## src/rtl/keyb_matrix_responder.sv

```systemverilog
// Board-side responder for the front-panel keyboard matrix: presses one requested key
// on the KEYB_A_n/KEYB_B_n return lines during its column's scan slot, then releases it.
module keyb_matrix_responder #(
    parameter int unsigned HOLD_SCANS    = 3,
    parameter int unsigned RELEASE_SCANS = 2,
    parameter int unsigned TIMEOUT       = 65535
) (
    input  logic       xtal_clk,
    input  logic       init_ext,
    input  logic [3:0] Y3n,
    input  logic       key_valid,
    input  logic [3:0] key_col,
    input  logic [2:0] key_row,
    output logic       key_ready,
    output logic [3:0] KEYB_A_n,
    output logic [3:0] KEYB_B_n,
    output logic       busy,
    output logic       done,
    output logic       scan_err
);

    typedef enum logic [1:0] {
        S_IDLE,
        S_WAIT_COL,
        S_PRESS,
        S_RELEASE
    } state_e;

    localparam logic [7:0]  HOLD_VIS = 8'(HOLD_SCANS);
    localparam logic [7:0]  REL_VIS  = 8'(RELEASE_SCANS);
    localparam logic [15:0] WD_LAST  = 16'(TIMEOUT - 1);

    logic [3:0]  y_s1_q;
    logic [3:0]  y_s2_q;
    logic [3:0]  col_q;
    logic [3:0]  col_s;

    state_e      state_q;
    logic [3:0]  kc_q;
    logic [2:0]  kr_q;
    logic [7:0]  vis_q;
    logic [15:0] wd_q;
    logic [3:0]  keyb_a_q;
    logic [3:0]  keyb_b_q;
    logic        done_q;
    logic        scan_err_q;

    logic        scan_chg;
    logic        on_key;
    logic        enter;
    logic        leave;
    logic        wd_expired;
    logic [3:0]  press_a_d;
    logic [3:0]  press_b_d;

    // Y3n is asynchronous to xtal_clk; col_q trails col_s by one cycle to find slot edges.
    always_ff @(posedge xtal_clk or negedge init_ext) begin
        if (!init_ext) begin
            y_s1_q <= 4'hF;
            y_s2_q <= 4'hF;
            col_q  <= 4'hF;
        end else begin
            y_s1_q <= Y3n;
            y_s2_q <= y_s1_q;
            col_q  <= col_s;
        end
    end

    assign col_s      = ~y_s2_q;
    assign scan_chg   = (col_s != col_q);
    assign on_key     = (col_s == kc_q);
    assign enter      = scan_chg && (col_s == kc_q);
    assign leave      = scan_chg && (col_q == kc_q);
    assign wd_expired = !scan_chg && (wd_q == WD_LAST);

    // NOTE: every variable written in always_comb gets a default first, so no latch is inferred.
    always_comb begin
        press_a_d = 4'hF;
        press_b_d = 4'hF;
        if (kr_q[2]) begin
            press_b_d[kr_q[1:0]] = 1'b0;
        end else begin
            press_a_d[kr_q[1:0]] = 1'b0;
        end
    end

    always_ff @(posedge xtal_clk or negedge init_ext) begin
        if (!init_ext) begin
            state_q    <= S_IDLE;
            kc_q       <= '0;
            kr_q       <= '0;
            vis_q      <= '0;
            wd_q       <= '0;
            keyb_a_q   <= 4'hF;
            keyb_b_q   <= 4'hF;
            done_q     <= 1'b0;
            scan_err_q <= 1'b0;
        end else begin
            // NOTE: sequential state uses <= only; the defaults below are overridden later in this block.
            done_q     <= 1'b0;
            scan_err_q <= 1'b0;
            keyb_a_q   <= 4'hF;
            keyb_b_q   <= 4'hF;
            wd_q       <= (scan_chg || state_q == S_IDLE) ? 16'd0 : wd_q + 16'd1;

            if (state_q == S_IDLE) begin
                if (key_valid) begin
                    kc_q    <= key_col;
                    kr_q    <= key_row;
                    vis_q   <= '0;
                    state_q <= S_WAIT_COL;
                end
            end else if (wd_expired) begin
                scan_err_q <= 1'b1;
                state_q    <= S_IDLE;
            end else begin
                case (state_q)
                    // Pressing only on an entry edge keeps a mid-slot accept from shortening the first press.
                    S_WAIT_COL: begin
                        if (enter) begin
                            state_q  <= S_PRESS;
                            vis_q    <= 8'd1;
                            keyb_a_q <= press_a_d;
                            keyb_b_q <= press_b_d;
                        end
                    end
                    S_PRESS: begin
                        if (on_key) begin
                            keyb_a_q <= press_a_d;
                            keyb_b_q <= press_b_d;
                        end
                        if (leave && vis_q == HOLD_VIS) begin
                            state_q <= S_RELEASE;
                            vis_q   <= '0;
                        end else if (enter) begin
                            vis_q <= vis_q + 8'd1;
                        end
                    end
                    S_RELEASE: begin
                        if (enter) begin
                            vis_q <= vis_q + 8'd1;
                        end else if (leave && vis_q == REL_VIS) begin
                            done_q  <= 1'b1;
                            state_q <= S_IDLE;
                        end
                    end
                    default: state_q <= S_IDLE;
                endcase
            end
        end
    end

    assign KEYB_A_n  = keyb_a_q;
    assign KEYB_B_n  = keyb_b_q;
    assign key_ready = (state_q == S_IDLE);
    assign busy      = (state_q != S_IDLE);
    assign done      = done_q;
    assign scan_err  = scan_err_q;

endmodule

```

## config.mk

```make
export PLATFORM = sky130hd
export DESIGN_NAME = keyb_matrix_responder
export DESIGN_NICKNAME = d
export VERILOG_FILES = /design/src/rtl/keyb_matrix_responder.sv
export SDC_FILE = /design/constraint.sdc
export NUM_CORES = 1
export LEC_CHECK = 0
export ABC_AREA = 1
export CAP_MARGIN = 20
export CORE_MARGIN = 2
export CORE_UTILIZATION = 53
export CTS_CLUSTER_DIAMETER = 50
export DETAILED_ROUTE_END_ITERATION = 10
export GPL_TIMING_DRIVEN = 0
export HOLD_SLACK_MARGIN = 0.1
export PLACE_DENSITY_LB_ADDON = 0.25
export SYNTH_ARGS = -nofsm -noshare
export SYNTH_HDL_FRONTEND = slang
export SYNTH_SLANG_ARGS = --single-unit
```

## constraint.sdc

```tcl
create_clock -name xtal_clk -period 3.7 [get_ports xtal_clk]
set_input_delay 0.74 -clock xtal_clk [delete_from_list [all_inputs] [get_ports xtal_clk]]
set_output_delay 0.74 -clock xtal_clk [all_outputs]
set_load 0.005 [all_outputs]
```

# Word level (Yosys, flattened, before mapping)

Index checks and enable logic that the tools add are counted.

Register bits: 55
Input bits: 14

Bitwise gates (word level): 2
Add/subtract/negate cells: 2
Muxes and demuxes: 37
$lt $le $gt $ge: 2
Equal/unequal tests: 16
Reductions and logical operators: 14

Operator list:

| kind                                                                 | count |
|---|---|
| 8-bit two-way mux                                                    | 6 |
| 4-bit two-way mux                                                    | 10 |
| 8-bit case mux with 3 select lines                                   | 1 |
| 16-bit by 1-bit adder with 16-bit output, second input constant      | 1 |
| 16-bit == test, second input constant                                | 1 |
| 8-bit by 2-bit == test with 1-bit output, second input constant      | 2 |
| 16-bit two-way mux                                                   | 1 |
| 4-bit inequality test, second input constant                         | 4 |
| 4-bit case mux with 2 select lines                                   | 2 |
| 2-bit two-way mux                                                    | 7 |
| 8-bit by 1-bit adder with 8-bit output, second input constant        | 1 |
| 4-bit == test                                                        | 2 |
| 1-bit two-way mux                                                    | 8 |
| 4-bit inverter                                                       | 2 |
| 1-bit logical AND                                                    | 6 |
| 2-bit case mux with 3 select lines                                   | 1 |
| 5-bit AND reduction                                                  | 1 |
| 2-bit == test, second input constant                                 | 2 |
| 2-bit inequality test, second input constant                         | 2 |
| 4-bit inequality test                                                | 1 |
| 4-bit AND reduction                                                  | 1 |
| 4-bit nonzero test                                                   | 1 |
| 2-bit by 3-bit < comparator with 1-bit output, second input constant | 1 |
| 3-bit inequality test, second input constant                         | 1 |
| 8 further kinds                                                      | 8 |

# Depth between registers and ports, before layout

Depth after elaboration: 10
Mapped depth: 13
Depth with buffers taken out: 12

# Worst setup path after synthesis

OpenSTA, ideal clock, no wires.

Kind: reg2reg
Start point: register state_q[1]
End point: register vis_q[2]
Path slack: 1.928 ns
Stages on the path, launching flop included: 11
Data arrival time: 1.707 ns
Period minus slack after synthesis: 1.772 ns
Required time: 3.635 ns
Path buffers: 1
Path through: dfrtp_1 -> inv_1 -> ha_1 -> buf_2 -> inv_2 -> nor2_1 -> a31oi_1 -> nand3_4 -> inv_2 -> nand3_1 -> nand2_1

RTL lines:

| element                                                              | line | source |
|---|---|---|
| from (decl)                                                          | 38   | `state_e state_q;` |
| from (signal assigned)                                               | 89   | `state_q <= S_IDLE;` |
| from (signal assigned)                                               | 111  | `state_q <= S_WAIT_COL;` |
| from (signal assigned)                                               | 115  | `state_q <= S_IDLE;` |
| 2-bit zero test (*)                                                  | n/a  |  |
| named net key_ready                                                  | 14   | `output logic key_ready,` |
| 3-bit inequality test (no source line), or another cell as far along | n/a  |  |
| 4-bit AND reduction (no source line)                                 | n/a  |  |
| to (signal assigned)                                                 | 136  | `vis_q <= vis_q + 8'd1;` |
| to (signal assigned)                                                 | 141  | `vis_q <= vis_q + 8'd1;` |
| to (decl)                                                            | 41   | `logic [7:0] vis_q;` |

Mark *: on every way through the listed nets, which the timed path passes. The rest lies on a longest branch. The select of a mux whose other input is x is not followed.
A chain may end at the register's enable or synchronous reset.

# Worst setup path in the final report

Start point: register state_q[1]
End point: output busy

Word-level cells in the longest chain between the ends: 1

RTL lines:

| element            | line | source |
|---|---|---|
| 2-bit nonzero test | 156  | `assign busy = (state_q != S_IDLE);` |
| to (decl)          | 17   | `output logic busy,` |

Every way passes these cells.

==> results.toml <==
[setup_path]
reg2regPathDepth = 10
required_ps = 2960
crit_fanout = 10
crit_type = "flip-flop to output port"
worstPathArrival_ps = 1980
end_kind = "output port"
start_kind = "flip-flop"

[sta]
post-route-period-util_pct = 73.49
skew_ps = 4.858
slew_viol_final = 0
period_minus_slack_ps = 2719
max_freq_mhz = 367.8
finalSetupViolCount = 0
finalHoldViolCount = 0
setup-tns-final_ps = 0
grt_setup_unrepaired = "false"
max_slew_margin_pct = 61.50
tightestPinTransition_ps = 574.9

[grt]
antenna_found_initial = 0
first_global_vias = 2351
grt_max_degree = 37
overflow = 0
grt_usage_pct = 20.14
grt_pass1_wl_mm = 10.13

[synthesis]
syn_nets = 410
synth_area_leaders = "dfrtp_1 (29%), dfstp_2 (17%), nand2_1 (12%)"
synth_top_cell_by_area = "dfrtp_1"
ys_warn_count = 0
netlist.area_leader.share_pct = 29.09
synth_area_um2 = 3010
seq_area_frac_synth_pct = 46.55
avgSynthCellArea_um2 = 7.759
synth_cell_types = 29
synth-seq-cells = 55
synth_cells = 388

[hold_path]
min_path_cells = 0
holdCritPathClass = "flip-flop to flip-flop"

[placed_design]
place_area_um2 = 3366
place.port_buffers = 25
place_hpwl_mm = 4.346
gp_congestion = 0.8542

[pwr]
ir_drop_mv = 0.2770
power_density_nw_per_um2 = 564.1
p_leak_nw = 1.646

[flow_run]
cap_violations = 0

[detailed_routing]
vias = 2568
viasPerCell = 5.198
wl_mm = 5.812
drcViolationCount = 0
drt_iter0_markers = 180
avgRoutedWirePerCell_um = 11.77
ant_nets = 0
drt-pass1-iter-count = 5

[die]
die_w_um = 79.37
coreArea_um2 = 5507
num_rows = 27
dieArea_um2 = 6299
dieHeight_um = 79.37
start_util_pct = 54.67
io-pin-count = 26

[clock_network]
cts_hold_buffers = 0
worstSkewPairLatency_ps = 300
cts_tree = "built"
post_cts_resized = 0
cts-root-buf = "clkbuf_8"
cts_buffers = 5
post_cts_buffers = 0
clk_pin_slew_ps = 90
clock_path_buffers = 2
cts_sinks = 55
h-tree-depth = 2

[final_layout]
stdcell_area_um2 = 3450
diodes = 0
final_layout_size_suffix_gt1_share_pct = 12.09
fillers = 481
syn2layout_area_growth_pct = 14.59
nets = 443

[status]
status = "finished clean"
-- per-stage QoR --
| stage | total power, W | hold WS, ps | utilization, % | setup WS (ps) | cells |
|---|---|---|---|---|---|
| 6_report | 0.001946 | 359.2 | 62.64 | 980.8 | 494 |
| 5_1_grt | 0.002106 | 364.0 | 62.64 | 877.9 | 494 |
| 4_1_cts | 0.001957 | 361.0 | 62.64 | 1003 | 494 |
| 3_5_place_dp | 0.001631 | 347.2 | 61.12 | 1345 | 486 |
| 3_3_place_gp | 0.001603 | 345.5 | 60.85 | 269.5 | 485 |
| 2_1_floorplan | 0.001376 | 345.2 | - | 1928 | 388 |
-- flip-flops by register name (all words and copies together) (netlist names), 4 cells and up --
register	flops
vis_q	8
KEYB_A_n	4
kc_q	4
wd_q	16
col_q	4
KEYB_B_n	4
y_s2_q	4
y_s1_q	4
-- cells in the mapped netlist --
| cell | count |
|---|---|
| nor2_4 | 1 |
| nor3b_2 | 1 |
| inv_1 | 47 |
| nand2_1 | 97 |
| nand2_2 | 6 |
| dfstp_2 | 20 |
| nand3_1 | 46 |
| xor2_1 | 6 |
| nor2_1 | 47 |
| buf_6 | 1 |
| a21oi_1 | 17 |
| nand2_4 | 1 |
| o21ai_0 | 22 |
| clkbuf_1 | 4 |
| xnor2_1 | 4 |
| a21boi_1 | 1 |
| a31oi_1 | 1 |
| nand4_1 | 7 |
| nand3_4 | 1 |
| dfrtp_1 | 35 |
| mux2_2 | 2 |
| nor2_2 | 1 |
| nor2_8 | 1 |
| a211oi_1 | 2 |
| or2_2 | 1 |
| nor3_1 | 2 |
| inv_2 | 4 |
| buf_2 | 2 |
| ha_1 | 8 |
-- area by class of cell --
| cell class | count | area [um2] | share of cell area, % |
|---|---|---|---|
| Buffer | 7 | 36.28 | 1.052 |
| Clock buffer | 6 | 72.57 | 2.104 |
| Clock inverter | 2 | 11.26 | 0.3264 |
| Inverter | 51 | 191.4 | 5.550 |
| Multi-Input combinational cell | 275 | 1381 | 40.04 |
| Sequential cell | 55 | 1401 | 40.62 |
| Tap cell | 72 | 90.09 | 2.612 |
| Timing Repair Buffer | 26 | 265.3 | 7.690 |
-- logic make-up after synthesis --
| family | count (synthesis) | synth area share, % |
|---|---|---|
| muxes | 2 | 0.7481 |
| xor gates and xnor gates | 10 | 2.909 |
| DFF | 55 | 46.55 |
| buffers and inverters | 58 | 7.564 |
| and+or+nand+nor | 212 | 31.46 |
| AOI/OAI and AO/OA | 43 | 7.440 |
| adders and majority gates | 8 | 3.325 |
-- critical path: stages (launching register included) --
cell and delay (ps):
dfrtp_1 430, inv_1 110, ha_1 230, buf_2 190, inv_2 180, clkdlybuf4s50_1 540
-- placed cells by master, fill, tap and decap left out, types with 4 or more instances in the layout --
| master | count |
|---|---|
| nand4_1 | 7 |
| a21oi_1 | 17 |
| nand2_1 | 97 |
| inv_2 | 4 |
| xnor2_1 | 4 |
| dfstp_2 | 20 |
| inv_1 | 47 |
| ha_1 | 8 |
| nor2_1 | 47 |
| xor2_1 | 6 |
| clkbuf_1 | 5 |
| clkdlybuf4s50_1 | 24 |
| nand2_2 | 6 |
| nand3_1 | 46 |
| clkbuf_8 | 5 |
| dfrtp_1 | 35 |
| o21ai_0 | 22 |
-- report_power, final --
part / internal [W] / switching, W
clock: 0.000133 / 0.000183
sequential: 0.000720 / 0.0000781
combinational: 0.000312 / 0.000520
-- per-layer routing --
layer / GRT usage [%] / wire, um
met1: 25.73 / 2670
met2: 35.08 / 2764
met3: 3.182 / 277
met4: 6.379 / 99
met5: 0 / 0
-- worst paths after layout --
kind | from | end | slack, ps
worst min register to register | y_s1_q[0]$_DFF_PN1_ | y_s2_q[0]$_DFF_PN1_ | 360
worst max-delay path | state_q[1]$_DFFE_PN0P_ | busy | 980
worst max register to register | state_q[1]$_DFFE_PN0P_ | vis_q[2]$_DFFE_PN0P_ | 1550
worst min-delay path | y_s1_q[0]$_DFF_PN1_ | y_s2_q[0]$_DFF_PN1_ | 360
max in group asynchronous | init_ext | y_s1_q[3]$_DFF_PN1_ | 2730
min in group asynchronous | init_ext | done$_DFF_PN0_ | 370
Power figures use the tool's default switching activity.
